[config.mk]
export PLATFORM = sky130hd
export DESIGN_NAME = fp_div48_seq_flat
export DESIGN_NICKNAME = d
export VERILOG_FILES = /design/src/rtl/fp_div48_seq_if.sv /design/src/rtl/fp_div48_seq.sv /design/src/flat_wrapper.sv
export SDC_FILE = /design/constraint.sdc
export NUM_CORES = 1
export LEC_CHECK = 0
export CAP_MARGIN = 25
export CORE_UTILIZATION = 42
export DETAILED_ROUTE_END_ITERATION = 12
export PLACE_DENSITY_LB_ADDON = 0.15
export SYNTH_ARGS = -nofsm -noshare
export SYNTH_HDL_FRONTEND = slang
export SYNTH_SLANG_ARGS = --single-unit
[constraint.sdc]
create_clock -name clk -period 3.9 [get_ports clk]
set_clock_uncertainty 0.1 [all_clocks]
set_input_delay 1.17 -clock clk [delete_from_list [all_inputs] [get_ports clk]]
set_output_delay 1.17 -clock clk [all_outputs]
set_load 0.02 [all_outputs]
[src/rtl/fp_div48_seq_if.sv]
// Request and result channels between a client and the fp_div48_seq sequencer.
interface fp_div48_seq_if #(
  parameter int unsigned TAGW = 4
);
  logic            req_valid;
  logic            req_ready;
  logic [47:0]     req_a;
  logic [47:0]     req_b;
  logic [2:0]      req_rm;
  logic [TAGW-1:0] req_tag;
  logic            res_valid;
  logic            res_ready;
  logic [47:0]     res_o;
  logic [TAGW-1:0] res_tag;
  logic [3:0]      res_flags;

  // Client side: issues requests, consumes results.
  modport master (
    output req_valid, req_a, req_b, req_rm, req_tag, res_ready,
    input  req_ready, res_valid, res_o, res_tag, res_flags
  );

  // Sequencer side.
  modport slave (
    input  req_valid, req_a, req_b, req_rm, req_tag, res_ready,
    output req_ready, res_valid, res_o, res_tag, res_flags
  );
endinterface

[src/rtl/fp_div48_seq.sv]
// Request sequencer for the 48-bit FP divider: queues tagged requests, launches one divide
// at a time, masks stale done, returns results in order, and recovers from a hung divider.
module fp_div48_seq #(
  parameter int unsigned DEPTH     = 4,
  parameter int unsigned TAGW      = 4,
  parameter int unsigned DONE_MASK = 4,
  parameter int unsigned TIMEOUT   = 255
) (
  input  logic          clk,
  input  logic          rst_n,
  fp_div48_seq_if.slave bus,
  output logic          div_rst,
  output logic          div_ld,
  output logic [47:0]   div_a,
  output logic [47:0]   div_b,
  output logic [2:0]    div_rm,
  input  logic [47:0]   div_o,
  input  logic          div_done,
  input  logic          div_inf,
  input  logic          div_ovf,
  input  logic          div_unf,
  output logic          busy
);
  localparam int unsigned AW          = (DEPTH > 1) ? $clog2(DEPTH) : 1;
  localparam logic [9:0]  MaskLast    = 10'(DONE_MASK - 1);
  localparam logic [9:0]  TimeoutLast = 10'(TIMEOUT - 1);
  localparam logic [47:0] QNaN        = 48'h7FF8_0000_0000;

  typedef enum logic [1:0] {StIdle, StLaunch, StMask, StWait} state_e;

  logic [47:0]     r_mem_a   [DEPTH];
  logic [47:0]     r_mem_b   [DEPTH];
  logic [2:0]      r_mem_rm  [DEPTH];
  logic [TAGW-1:0] r_mem_tag [DEPTH];

  logic [AW:0]     r_wptr, r_rptr;
  logic [AW-1:0]   w_wa, w_ra;
  logic            w_empty, w_full, w_push, w_pop;

  state_e          r_state, w_state_d;
  logic [9:0]      r_cnt, w_cnt_d;
  logic            r_div_rst, w_div_rst_d;
  logic            r_div_ld, w_div_ld_d;
  logic [47:0]     r_div_a, w_div_a_d;
  logic [47:0]     r_div_b, w_div_b_d;
  logic [2:0]      r_div_rm, w_div_rm_d;
  logic [TAGW-1:0] r_tag, w_tag_d;
  logic            r_res_valid, w_res_valid_d;
  logic [47:0]     r_res_o, w_res_o_d;
  logic [TAGW-1:0] r_res_tag, w_res_tag_d;
  logic [3:0]      r_res_flags, w_res_flags_d;

  assign w_wa    = r_wptr[AW-1:0];
  assign w_ra    = r_rptr[AW-1:0];
  assign w_empty = (r_wptr == r_rptr);
  // Extra pointer bit differs only when the write side has lapped the read side.
  assign w_full  = (r_wptr[AW] != r_rptr[AW]) && (w_wa == w_ra);
  assign w_push  = bus.req_valid && !w_full;
  // A launch needs an empty result slot, so back-pressure stalls issue instead of dropping.
  assign w_pop   = (r_state == StIdle) && !w_empty && !r_res_valid;

  // Request storage; contents need no reset since the pointers gate visibility.
  always_ff @(posedge clk) begin
    if (w_push) begin
      r_mem_a[w_wa]   <= bus.req_a;
      r_mem_b[w_wa]   <= bus.req_b;
      r_mem_rm[w_wa]  <= bus.req_rm;
      r_mem_tag[w_wa] <= bus.req_tag;
    end
  end

  // FIFO pointers.
  always_ff @(posedge clk or negedge rst_n) begin
    if (!rst_n) begin
      r_wptr <= '0;
      r_rptr <= '0;
    end else begin
      if (w_push) r_wptr <= r_wptr + 1'b1;
      if (w_pop)  r_rptr <= r_rptr + 1'b1;
    end
  end

  // Next-state and registered-output logic of the issue FSM.
  always_comb begin
    w_state_d     = r_state;
    w_cnt_d       = r_cnt;
    w_div_rst_d   = 1'b0;
    w_div_ld_d    = 1'b0;
    w_div_a_d     = r_div_a;
    w_div_b_d     = r_div_b;
    w_div_rm_d    = r_div_rm;
    w_tag_d       = r_tag;
    w_res_valid_d = r_res_valid;
    w_res_o_d     = r_res_o;
    w_res_tag_d   = r_res_tag;
    w_res_flags_d = r_res_flags;
    if (r_res_valid && bus.res_ready) w_res_valid_d = 1'b0;
    unique case (r_state)
      StIdle: begin
        if (w_pop) begin
          w_div_a_d  = r_mem_a[w_ra];
          w_div_b_d  = r_mem_b[w_ra];
          w_div_rm_d = r_mem_rm[w_ra];
          w_tag_d    = r_mem_tag[w_ra];
          w_div_ld_d = 1'b1;
          w_state_d  = StLaunch;
        end
      end
      StLaunch: begin
        w_cnt_d   = '0;
        w_state_d = StMask;
      end
      StMask: begin
        // div_done still reflects the previous operation here.
        if (r_cnt == MaskLast) begin
          w_cnt_d   = '0;
          w_state_d = StWait;
        end else begin
          w_cnt_d = r_cnt + 10'd1;
        end
      end
      StWait: begin
        if (div_done) begin
          w_res_valid_d = 1'b1;
          w_res_o_d     = div_o;
          w_res_tag_d   = r_tag;
          w_res_flags_d = {1'b0, div_inf, div_ovf, div_unf};
          w_state_d     = StIdle;
        end else if (r_cnt == TimeoutLast) begin
          w_res_valid_d = 1'b1;
          w_res_o_d     = QNaN;
          w_res_tag_d   = r_tag;
          w_res_flags_d = 4'b1000;
          w_div_rst_d   = 1'b1;
          w_state_d     = StIdle;
        end else begin
          w_cnt_d = r_cnt + 10'd1;
        end
      end
      default: w_state_d = StIdle;
    endcase
  end

  // FSM state and registered outputs; div_rst leaves reset high for one edge.
  always_ff @(posedge clk or negedge rst_n) begin
    if (!rst_n) begin
      r_state     <= StIdle;
      r_cnt       <= '0;
      r_div_rst   <= 1'b1;
      r_div_ld    <= 1'b0;
      r_div_a     <= '0;
      r_div_b     <= '0;
      r_div_rm    <= '0;
      r_tag       <= '0;
      r_res_valid <= 1'b0;
      r_res_o     <= '0;
      r_res_tag   <= '0;
      r_res_flags <= '0;
    end else begin
      r_state     <= w_state_d;
      r_cnt       <= w_cnt_d;
      r_div_rst   <= w_div_rst_d;
      r_div_ld    <= w_div_ld_d;
      r_div_a     <= w_div_a_d;
      r_div_b     <= w_div_b_d;
      r_div_rm    <= w_div_rm_d;
      r_tag       <= w_tag_d;
      r_res_valid <= w_res_valid_d;
      r_res_o     <= w_res_o_d;
      r_res_tag   <= w_res_tag_d;
      r_res_flags <= w_res_flags_d;
    end
  end

  assign bus.req_ready = !w_full;
  assign bus.res_valid = r_res_valid;
  assign bus.res_o     = r_res_o;
  assign bus.res_tag   = r_res_tag;
  assign bus.res_flags = r_res_flags;
  assign div_rst       = r_div_rst;
  assign div_ld        = r_div_ld;
  assign div_a         = r_div_a;
  assign div_b         = r_div_b;
  assign div_rm        = r_div_rm;
  assign busy          = !w_empty || (r_state != StIdle) || r_res_valid;
endmodule

[src/flat_wrapper.sv]
// flat-port wrapper written by rule: the top's interface ports become plain ports
module fp_div48_seq_flat 
#(
  parameter int unsigned DEPTH     = 4,
  parameter int unsigned TAGW      = 4,
  parameter int unsigned DONE_MASK = 4,
  parameter int unsigned TIMEOUT   = 255
)
  (clk, rst_n, div_rst, div_ld, div_a, div_b, div_rm, div_o, div_done, div_inf, div_ovf, div_unf, busy, bus_req_valid, bus_req_a, bus_req_b, bus_req_rm, bus_req_tag, bus_res_ready, bus_req_ready, bus_res_valid, bus_res_o, bus_res_tag, bus_res_flags);
  fp_div48_seq_if #(.TAGW(TAGW)) bus_i ();
  input  logic clk;
  input  logic rst_n;
  output logic div_rst;
  output logic div_ld;
  output logic [47:0] div_a;
  output logic [47:0] div_b;
  output logic [2:0] div_rm;
  input  logic [47:0] div_o;
  input  logic div_done;
  input  logic div_inf;
  input  logic div_ovf;
  input  logic div_unf;
  output logic busy;
  input wire logic [$bits(bus_i.req_valid)-1:0] bus_req_valid;
  input wire logic [$bits(bus_i.req_a)-1:0] bus_req_a;
  input wire logic [$bits(bus_i.req_b)-1:0] bus_req_b;
  input wire logic [$bits(bus_i.req_rm)-1:0] bus_req_rm;
  input wire logic [$bits(bus_i.req_tag)-1:0] bus_req_tag;
  input wire logic [$bits(bus_i.res_ready)-1:0] bus_res_ready;
  output wire logic [$bits(bus_i.req_ready)-1:0] bus_req_ready;
  output wire logic [$bits(bus_i.res_valid)-1:0] bus_res_valid;
  output wire logic [$bits(bus_i.res_o)-1:0] bus_res_o;
  output wire logic [$bits(bus_i.res_tag)-1:0] bus_res_tag;
  output wire logic [$bits(bus_i.res_flags)-1:0] bus_res_flags;
  assign bus_i.req_valid = bus_req_valid;
  assign bus_i.req_a = bus_req_a;
  assign bus_i.req_b = bus_req_b;
  assign bus_i.req_rm = bus_req_rm;
  assign bus_i.req_tag = bus_req_tag;
  assign bus_i.res_ready = bus_res_ready;
  assign bus_req_ready = bus_i.req_ready;
  assign bus_res_valid = bus_i.res_valid;
  assign bus_res_o = bus_i.res_o;
  assign bus_res_tag = bus_i.res_tag;
  assign bus_res_flags = bus_i.res_flags;
  fp_div48_seq #(.DEPTH(DEPTH), .TAGW(TAGW), .DONE_MASK(DONE_MASK), .TIMEOUT(TIMEOUT)) u_core (.clk(clk), .rst_n(rst_n), .bus(bus_i), .div_rst(div_rst), .div_ld(div_ld), .div_a(div_a), .div_b(div_b), .div_rm(div_rm), .div_o(div_o), .div_done(div_done), .div_inf(div_inf), .div_ovf(div_ovf), .div_unf(div_unf), .busy(busy));
endmodule
# Word-level counts from Yosys, hierarchy flattened
# Memory sizes are Yosys's and may differ from the RTL's. A register that Yosys moved wholly into a read port is not among the register bits.
# Cells that the tools add are included.
dict set report classes {
  add_sub_neg 3
  eq_ne 13
  muxes 26
  n_reduce_logical 22
}
# op count
set ops {}
lappend ops {{48-bit two-way mux} 2}
lappend ops {{10-bit two-way mux} 3}
lappend ops {{10-bit case mux with 3 select lines} 1}
lappend ops {{4-bit two-way mux} 4}
lappend ops {{1-bit two-way mux} 11}
lappend ops {{10-bit by 1-bit adder with 10-bit output (second input constant)} 1}
lappend ops {{10-bit by 2-bit == test with 1-bit output (second input constant)} 1}
lappend ops {{10-bit by 8-bit == test with 1-bit output (second input constant)} 1}
lappend ops {{2-bit two-way mux} 4}
lappend ops {{2-bit case mux with 4 select lines} 1}
lappend ops {{1-bit logical NOT} 7}
lappend ops {{3-bit by 1-bit adder with 3-bit output (second input constant)} 2}
lappend ops {{3-bit AND reduction} 2}
lappend ops {{1-bit logical AND} 5}
lappend ops {{2-bit == test (second input constant)} 2}
lappend ops {{2-bit by 1-bit inequality test with 1-bit output (second input constant)} 2}
lappend ops {{2-bit inequality test (second input constant)} 2}
lappend ops {{2-bit AND reduction} 2}
lappend ops {{2-bit nonzero test} 2}
lappend ops {{3-bit == test} 1}
lappend ops {{3-bit by 2-bit inequality test with 1-bit output (second input constant)} 1}
lappend ops {{3-bit nonzero test} 1}
lappend ops {{2-bit by 1-bit == test with 1-bit output (second input constant)} 1}
lappend ops {{2-bit == test} 1}
lappend ops {{3 further kinds} 4}
dict set report totals {
  register_bits 77
  ramBits 412
  inputBits 159
  out_inout_bits 160
  word_cells 78
  mem_count 4
}
# name words word_bits read_ports rd_ports_with_merged_regs wr line
set memory_table {}
lappend memory_table {u_core.r_mem_a 4 48 1 1 1 fp_div48_seq.sv:31} ;# logic [47:0] r_mem_a [DEPTH];
lappend memory_table {u_core.r_mem_b 4 48 1 1 1 fp_div48_seq.sv:32} ;# logic [47:0] r_mem_b [DEPTH];
lappend memory_table {u_core.r_mem_tag 4 4 1 1 1 fp_div48_seq.sv:34} ;# logic [TAGW-1:0] r_mem_tag [DEPTH];
lappend memory_table {u_core.r_mem_rm 4 3 1 1 1 fp_div48_seq.sv:33} ;# logic [2:0] r_mem_rm [DEPTH];

# Depth between registers and ports, before layout
# Gate-level depths: netlist (run 1).
dict set report depth {
  depth_word 6
  mapped_depth 9
  depth_no_buf 6
}

# Worst setup path before layout (run 1)
# Ideal clock, no wire load.
dict set report synth_path {
  kind {input to register}
  start {in bus_req_valid}
  end {mem u_core.r_mem_a[3][0] (enable)}
  setup_ns 0.475
  arrival_time_ns 3.995
  required_ns 3.325
  setup_slack_ns -0.670
  stages 3
  n_path_buf 0
  path_cell_list {inv_1 -> a31oi_1 -> and2_1}
}
dict set report synth_between {
  elab_chain_len 3
}
# element line
set synth_lines {}
lappend synth_lines {{start, declared} flat_wrapper.sv:24} ;# input wire logic [$bits(bus_i.req_valid)-1:0] bus_req_valid;
lappend synth_lines {{1-bit logical AND} fp_div48_seq.sv:58} ;# assign w_push = bus.req_valid && !w_full;
lappend synth_lines {{1-bit two-way mux} fp_div48_seq.sv:64} ;# if (w_push) begin
lappend synth_lines {{1-bit two-way mux (not written as such)} fp_div48_seq.sv:65} ;# r_mem_a[w_wa] <= bus.req_a;
lappend synth_lines {{end, declared} fp_div48_seq.sv:31}
# No other way between the ends.

# Final worst setup path (run 1)
dict set report layout_path {
  start {reg u_core.r_rptr[0]}
  end {out busy}
}
dict set report layout_between {
  elab_chain_len 4
}
# element line
set layout_lines {}
lappend layout_lines {{start, declared} fp_div48_seq.sv:36} ;# logic [AW:0] r_wptr, r_rptr;
lappend layout_lines {{start signal, assigned} fp_div48_seq.sv:79} ;# if (w_pop) r_rptr <= r_rptr + 1'b1;
lappend layout_lines {{3-bit == test} fp_div48_seq.sv:55} ;# assign w_empty = (r_wptr == r_rptr);
lappend layout_lines {{1-bit logical NOT} fp_div48_seq.sv:185} ;# assign busy = !w_empty || (r_state != StIdle) || r_res_valid;
lappend layout_lines {{1-bit logical OR (2 in a row)} fp_div48_seq.sv:185}
lappend layout_lines {{end, declared} flat_wrapper.sv:23} ;# output logic busy;
# No other way between the ends.

==> out/metrics.csv, run 1 <==
stage,metric,value,unit
grt,vias in the first global route,11504,
timing,"Setup violations, final",0,
setup_path,"Worst Path Class, Setup",flip-flop to output pin,
placement,I/O Buffers,318,
clocking,root buffer cell,clkbuf_16,
synthesis,Synth area leaders,"edfxtp_1 56%, dfrtp_1 20%, mux4_2 11%, mux2_2 5.5%, a22o_1 1.6%",
synthesis,asr flop ratio synth,0.304,
setup_path,Crit Path Max Fanout,5,
clocking,worst-skew pair later-pin latency,0.62,ns
synthesis,Mapped Avg Cell Area,21.4,um2
power_and_ir_drop,Overall Power,23.6,mW
clocking,"Reg clk slew, reported paths",0.06,ns
clocking,Clock Path Buffers,3,
power_and_ir_drop,VDD IR max,0.723,mV
timing,post-route clock period utilization,0.951,
timing,RSZ-0062 raised after global routing,no,
timing,Fin Hold WS,0.389,ns
die,starting density of the core,0.426,
grt,total grt overflow,0,
route,routed len/inst,21.8,um
cells_and_area,Layout area overhead,28.7,%
synthesis,Mapped Cells,1025,
timing,total negative slack,0,ns
route,Iteration-0 DRC Markers,583,
synthesis,ys flop type,edfxtp_1,
timing,worst relative slew slack,0.393,
cells_and_area,nets,1549,
timing,Tmin final,3.71,ns
clocking,clk sinks,592,
die,Core ar.,51500,um2
setup_path,Crit. End Element,output pin,
synthesis,post-synth cell types,49,
synthesis,cell taking the most area after synthesis,edfxtp_1,
synthesis,number of flops mapped to enable cells by yosys,412,
die,Chip Width,231,um
grt,total track usage,0.177,
grt,first-pass GRT wire length,71000,um
synthesis,Syn. warnings,0,
route,drt total wl,46000,um
clocking,CTS Hold Bufs,0,
die,Rows,83,
timing,"Hold Violations, Final",0,
route,Antenna Nets Post-Route,0,
route,drt via density,5.13,
synthesis,syn_nets,1195,
setup_path,reg-to-reg setup timing slack,1.00,ns
placement,routability congestion estimate,0.804,
power_and_ir_drop,pwr/cell area,837,nW/um2
clocking,Post-CTS Repair Setup Buffers,0,
setup_path,CP Launch Type,flip-flop,
synthesis,"flops & latches, synth",592,
cells_and_area,share of layout cells above drive strength 1,0.245,
clocking,CTS Buf Count,60,
hold_path,hold crit path type,flip-flop to flip-flop,
timing,Final Slew Violations,0,
timing,Max Fclk,270,MHz
die,die area,53200,um2
route,DRT Pass-1 Iters,4,
grt,initial antenna violation count,6,
route,DRC violations left,0,
placement,Post-DP HPWL,27800,um
clocking,level count of the clock H-tree,2,
clocking,post-cts sizing count,0,
die,die height,231,um
clocking,CTS tree,done,
setup_path,WP data required,2.63,ns
power_and_ir_drop,Leak,9.92,nW
grt,pin count of the biggest net entering global routing,106,
synthesis,Yosys top cell area share,0.564,
outcome,run status,finished clean,
die,IO Pins,319,
route,via count,10837,
synthesis,Post-Syn Area,21900,um2
timing,Tightest Pin Transition,0.911,ns
setup_path,CP arrival,2.44,ns
run,maxcap violations,0,
synthesis,"Seq/Total Area, Yosys",0.769,
[synth_stat cells, types with 4 or more instances]
library cell	instances
nor2_1	4
mux2_2	107
o22a_1	13
nor3_1	5
a21oi_1	10
clkbuf_1	19
a22o_1	39
o31ai_1	4
edfxtp_1	412
buf_2	27
mux4_2	103
buf_4	4
or3_1	5
ha_1	11
dfrtp_1	179
o21ai_0	8
inv_1	11
nand2_1	11
and2_1	6
[cells by family after synthesis]
kind of cell / count (synthesis) / share of synthesized area
buffers and inverters: 64 / 0.0139
AND/OR/NAND/NOR: 51 / 0.0135
AO/OA/AOI/OAI: 87 / 0.0316
flip-flops: 592 / 0.769
adder cells (fa/ha/maj): 11 / 0.00627
multiplexers: 212 / 0.162
XOR/XNOR: 8 / 0.00388
[area by class of cell]
class	instances	area [um2]
antenna	1	2.50
clock buffer	91	1810
clock inverter	23	285
fill	4042	23300
inverter	11	41.3
multi-input combinational	369	4780
sequential	592	16900
tap	680	851
timing repair buffer	345	3580
[worst paths after layout]
kind,startpoint,to,cells after the start
max reg2reg,u_core.r_rptr[1]$_DFFE_PN0P_,u_core.div_b[42]$_DFFE_PN0P_,4
max in group asynchronous,rst_n,u_core.div_a[32]$_DFFE_PN0P_,2
min reg2reg,u_core.div_b[42]$_DFFE_PN0P_,u_core.div_b[42]$_DFFE_PN0P_,1
max,u_core.r_rptr[0]$_DFFE_PN0P_,busy,4
min,u_core.div_b[42]$_DFFE_PN0P_,u_core.div_b[42]$_DFFE_PN0P_,1
min in group asynchronous,rst_n,u_core.div_b[15]$_DFFE_PN0P_,1
[power by group]
part | leakage, nW | switching, mW | internal, mW
Clock | 1.02 | 2.36 | 3.60
Sequential | 5.94 | 0.716 | 8.74
Combinational | 2.96 | 4.03 | 4.17
[cell usage in the layout (no fill, tap or decap), drive strengths merged, types with 6 or more instances in the layout]
master,instances
edfxtp,412
nand2,11
dfrtp,179
o22a,13
a22o,39
bufinv,6
ha,11
clkbuf,92
mux4,103
o21ai,8
buf,27
a21oi,10
and2,6
inv,13
clkinv,12
mux2,109
clkdlybuf4s50,317
[registers in the layout, summed over array words and instances (netlist names), 4 cells and up]
name / cells
u_core.bus.res_tag: 4
u_core.r_mem_rm: 12
u_core.div_b: 48
u_core.bus.res_o: 48
u_core.r_tag: 4
u_core.r_cnt: 10
u_core.div_a: 48
u_core.r_mem_b: 192
u_core.bus.res_flags: 4
u_core.r_mem_tag: 16
u_core.r_mem_a: 192
[per-stage QoR]
stage / setup slack (ns) / util / instance area (um2) / instances
5_1_grt: 0.0733 / 0.548 / 28200 / 2111
6_report: 0.191 / 0.548 / 28200 / 2112
2_1_floorplan: 0.468 / - / 21900 / 1025
3_3_place_gp: 0.623 / 0.507 / 26100 / 1997
3_5_place_dp: 0.627 / 0.507 / 26100 / 1997
4_1_cts: 0.136 / 0.548 / 28200 / 2111
[worst max-delay path: stages, from the launching register on]
cell	delay, ns
dfrtp_4	0.50
xnor2_2	0.31
nand2_1	0.09
or3_1	0.34
clkdlybuf4s50_1	0.60
[routing by layer]
metal | up-vias | routed length, um | part of all wire | track usage
met5 | - | 86 | 0.0019 | 0
met4 | 12 | 848 | 0.018 | 0.0443
met3 | 68 | 3090 | 0.067 | 0.0489
met2 | 301 | 21800 | 0.47 | 0.281
met1 | 5585 | 20200 | 0.44 | 0.242
li1 | 4871 | - | - | -
(Power assumes the default switching activity.)
==> run 2: changes to the inputs <==
--- a/config.mk
+++ b/config.mk
@@ -14 +14,2 @@
 export SYNTH_SLANG_ARGS = --single-unit
+export TNS_END_PERCENT = 100
--- a/constraint.sdc
+++ b/constraint.sdc
@@ -4,2 +4,2 @@
 set_output_delay 1.17 -clock clk [all_outputs]
-set_load 0.02 [all_outputs]
+set_load 0.1 [all_outputs]
==> run 2 against run 1 <==
Effect of this change: first-iteration DRC count decreased by 4.8%; sequential share of layout area is 0.99 points higher; final cell count is 0.24% lower; global-route usage down 0.22 points; design area is 1.6% lower.
==> out/metrics.csv, run 2 (synthesis gave the netlist of run 1 again) <==
stage,metric,value,unit
setup_path,WP data required,2.63,ns
setup_path,worst reg2reg path depth,6,
timing,Tmin final,3.37,ns
setup_path,Crit. End Element,output pin,
setup_path,crit path cell chain,xnor2_2 -> nand2_1 -> or3_1 -> buf_12,
setup_path,slowest stage cell on the critical path,dfrtp_4,
route,Antenna Nets Post-Route,0,
timing,worst relative slew slack,0.333,
setup_path,crit path to,busy,
clocking,CTS Hold Bufs,0,
clocking,CTS tree,done,
timing,setup ws final,0.525,ns
timing,"Hold Violations, Final",0,
setup_path,reg2reg start,u_core.r_cnt[0]$_DFFE_PN0P_,
timing,post-route clock period utilization,0.865,
setup_path,CP arrival,2.10,ns
hold_path,hold crit path type,flip-flop to flip-flop,
cells_and_area,most frequent cells in the layout,"412 x edfxtp_1, 177 x dfrtp_1, 168 x buf_4, 157 x clkdlybuf4s50_1, 107 x mux2_2",
placement,routability congestion estimate,0.805,
timing,RSZ-0062 raised after global routing,no,
route,routed len/inst,21.7,um
route,drt via density,5.19,
clocking,Clock Path Buffers,3,
cells_and_area,multi-input logic area,4780,um2
setup_path,Crit Path Max Fanout,5,
grt,vias in the first global route,11428,
setup_path,RR Endpoint,u_core.bus.res_tag[1]$_DFFE_PN0P_,
die,Core ar.,51500,um2
cells_and_area,Storage cell area,16900,um2
die,die height,231,um
die,Chip Width,231,um
clocking,post-cts sizing count,0,
clocking,CTS Buf Count,60,
setup_path,reg-to-reg setup timing slack,1.21,ns
die,starting density of the core,0.426,
placement,I/O Buffers,318,
placement,pre-CTS WS,0.665,ns
placement,Post-DP HPWL,27900,um
route,DRT Pass-1 Iters,5,
cells_and_area,largest registers,"u_core.r_mem_a (192), u_core.r_mem_b (192)",
clocking,Post-CTS Repair Setup Buffers,0,
cells_and_area,nets,1546,
die,IO Pins,319,
clocking,level count of the clock H-tree,2,
setup_path,"Worst Path Class, Setup",flip-flop to output pin,
setup_path,CP Launch Type,flip-flop,
die,die area,53200,um2
timing,Max Fclk,296,MHz
route,Iteration-0 DRC Markers,555,
grt,pin count of the biggest net entering global routing,106,
route,DRC violations left,0,
timing,Tightest Pin Transition,1.00,ns
run,maxcap violations,0,
clocking,root buffer cell,clkbuf_16,
grt,initial antenna violation count,6,
route,via count,10926,
cells_and_area,Filler cells,4108,
timing,total negative slack,0,ns
grt,total grt overflow,0,
clocking,clk sinks,592,
timing,Final Slew Violations,0,
setup_path,Crit. Startpoint,u_core.r_rptr[1]$_DFFE_PN0P_,
cells_and_area,Layout area overhead,26.6,%
clocking,"Reg clk slew, reported paths",0.06,ns
route,drt total wl,45800,um
timing,"Setup violations, final",0,
cells_and_area,"commonest non-fill, non-tap cell in the layout",edfxtp_1,
die,Rows,83,
grt,total track usage,0.175,
outcome,run status,finished clean,
grt,first-pass GRT wire length,70200,um
cells_and_area,share of layout cells above drive strength 1,0.358,
setup_path,Worst path max stage delay,0.50,ns
clocking,worst-skew pair later-pin latency,0.61,ns
cells_and_area,fin util,0.539,
run 2: changes by cell type in the layout (fill, tap and decap cells not counted), moves of 2 or more:
cell / delta
clkbuf_8: -6
clkinv_2: +10
clkinv_1: +4
clkdlybuf4s50_1: -160
buf_4: +156
clkbuf_1: -9
clkbuf_16: -2
bufinv_16: +2
run 2: how the worst min path moves through the flow:
stage / from / to / slack (ns) / depth (start not counted)
after floorplan: u_core.r_tag[3]$_DFFE_PN0P_ / u_core.r_tag[3]$_DFFE_PN0P_ / 0.37 / 1
after global placement: u_core.div_b[41]$_DFFE_PN0P_ / u_core.div_b[41]$_DFFE_PN0P_ / 0.38 / 1
after detailed placement: u_core.div_b[42]$_DFFE_PN0P_ / u_core.div_b[42]$_DFFE_PN0P_ / 0.38 / 1
after CTS: u_core.div_b[42]$_DFFE_PN0P_ / u_core.div_b[42]$_DFFE_PN0P_ / 0.40 / 1
after global routing: u_core.div_b[42]$_DFFE_PN0P_ / u_core.div_b[42]$_DFFE_PN0P_ / 0.42 / 1
final: u_core.div_b[42]$_DFFE_PN0P_ / u_core.div_b[42]$_DFFE_PN0P_ / 0.40 / 1
run 2: cell type report:
class	count	share of cell area
Sequential cell	592	0.608
Multi-Input combinational cell	369	0.172
Timing Repair Buffer	342	0.114
Clock buffer	74	0.0592
Tap cell	680	0.0306
Clock inverter	38	0.0144
Inverter	11	0.00149
Antenna cell	1	0.0000901
run 2: per-layer routing:
layer,track usage,up-vias,share of wire
met4,0.0530,12,0.020
li1,-,4851,-
met1,0.244,5678,0.44
met5,0,-,0.0018
met2,0.276,310,0.48
met3,0.0385,75,0.062
run 2: metrics by stage:
step	cells	cell area [um2]	hold WS [ns]
2_1_floorplan	1025	21900	0.375
3_3_place_gp	1994	25700	0.380
3_5_place_dp	1994	25700	0.383
4_1_cts	2106	27800	0.401
5_1_grt	2106	27800	0.417
6_report	2107	27800	0.397
run 2: worst max-delay path, delay by kind of cell (launching register included):
| kind | cells | cell delay, ns |
|---|---|---|
| DFF | 1 | 0.50 |
| xor gates and xnor gates | 1 | 0.33 |
| buffers and inverters | 1 | 0.18 |
| and+or+nand+nor | 2 | 0.48 |
Power of run 2 is not shown: default switching activity piles up to over one toggle a cycle in this logic, so the estimate is an artifact.
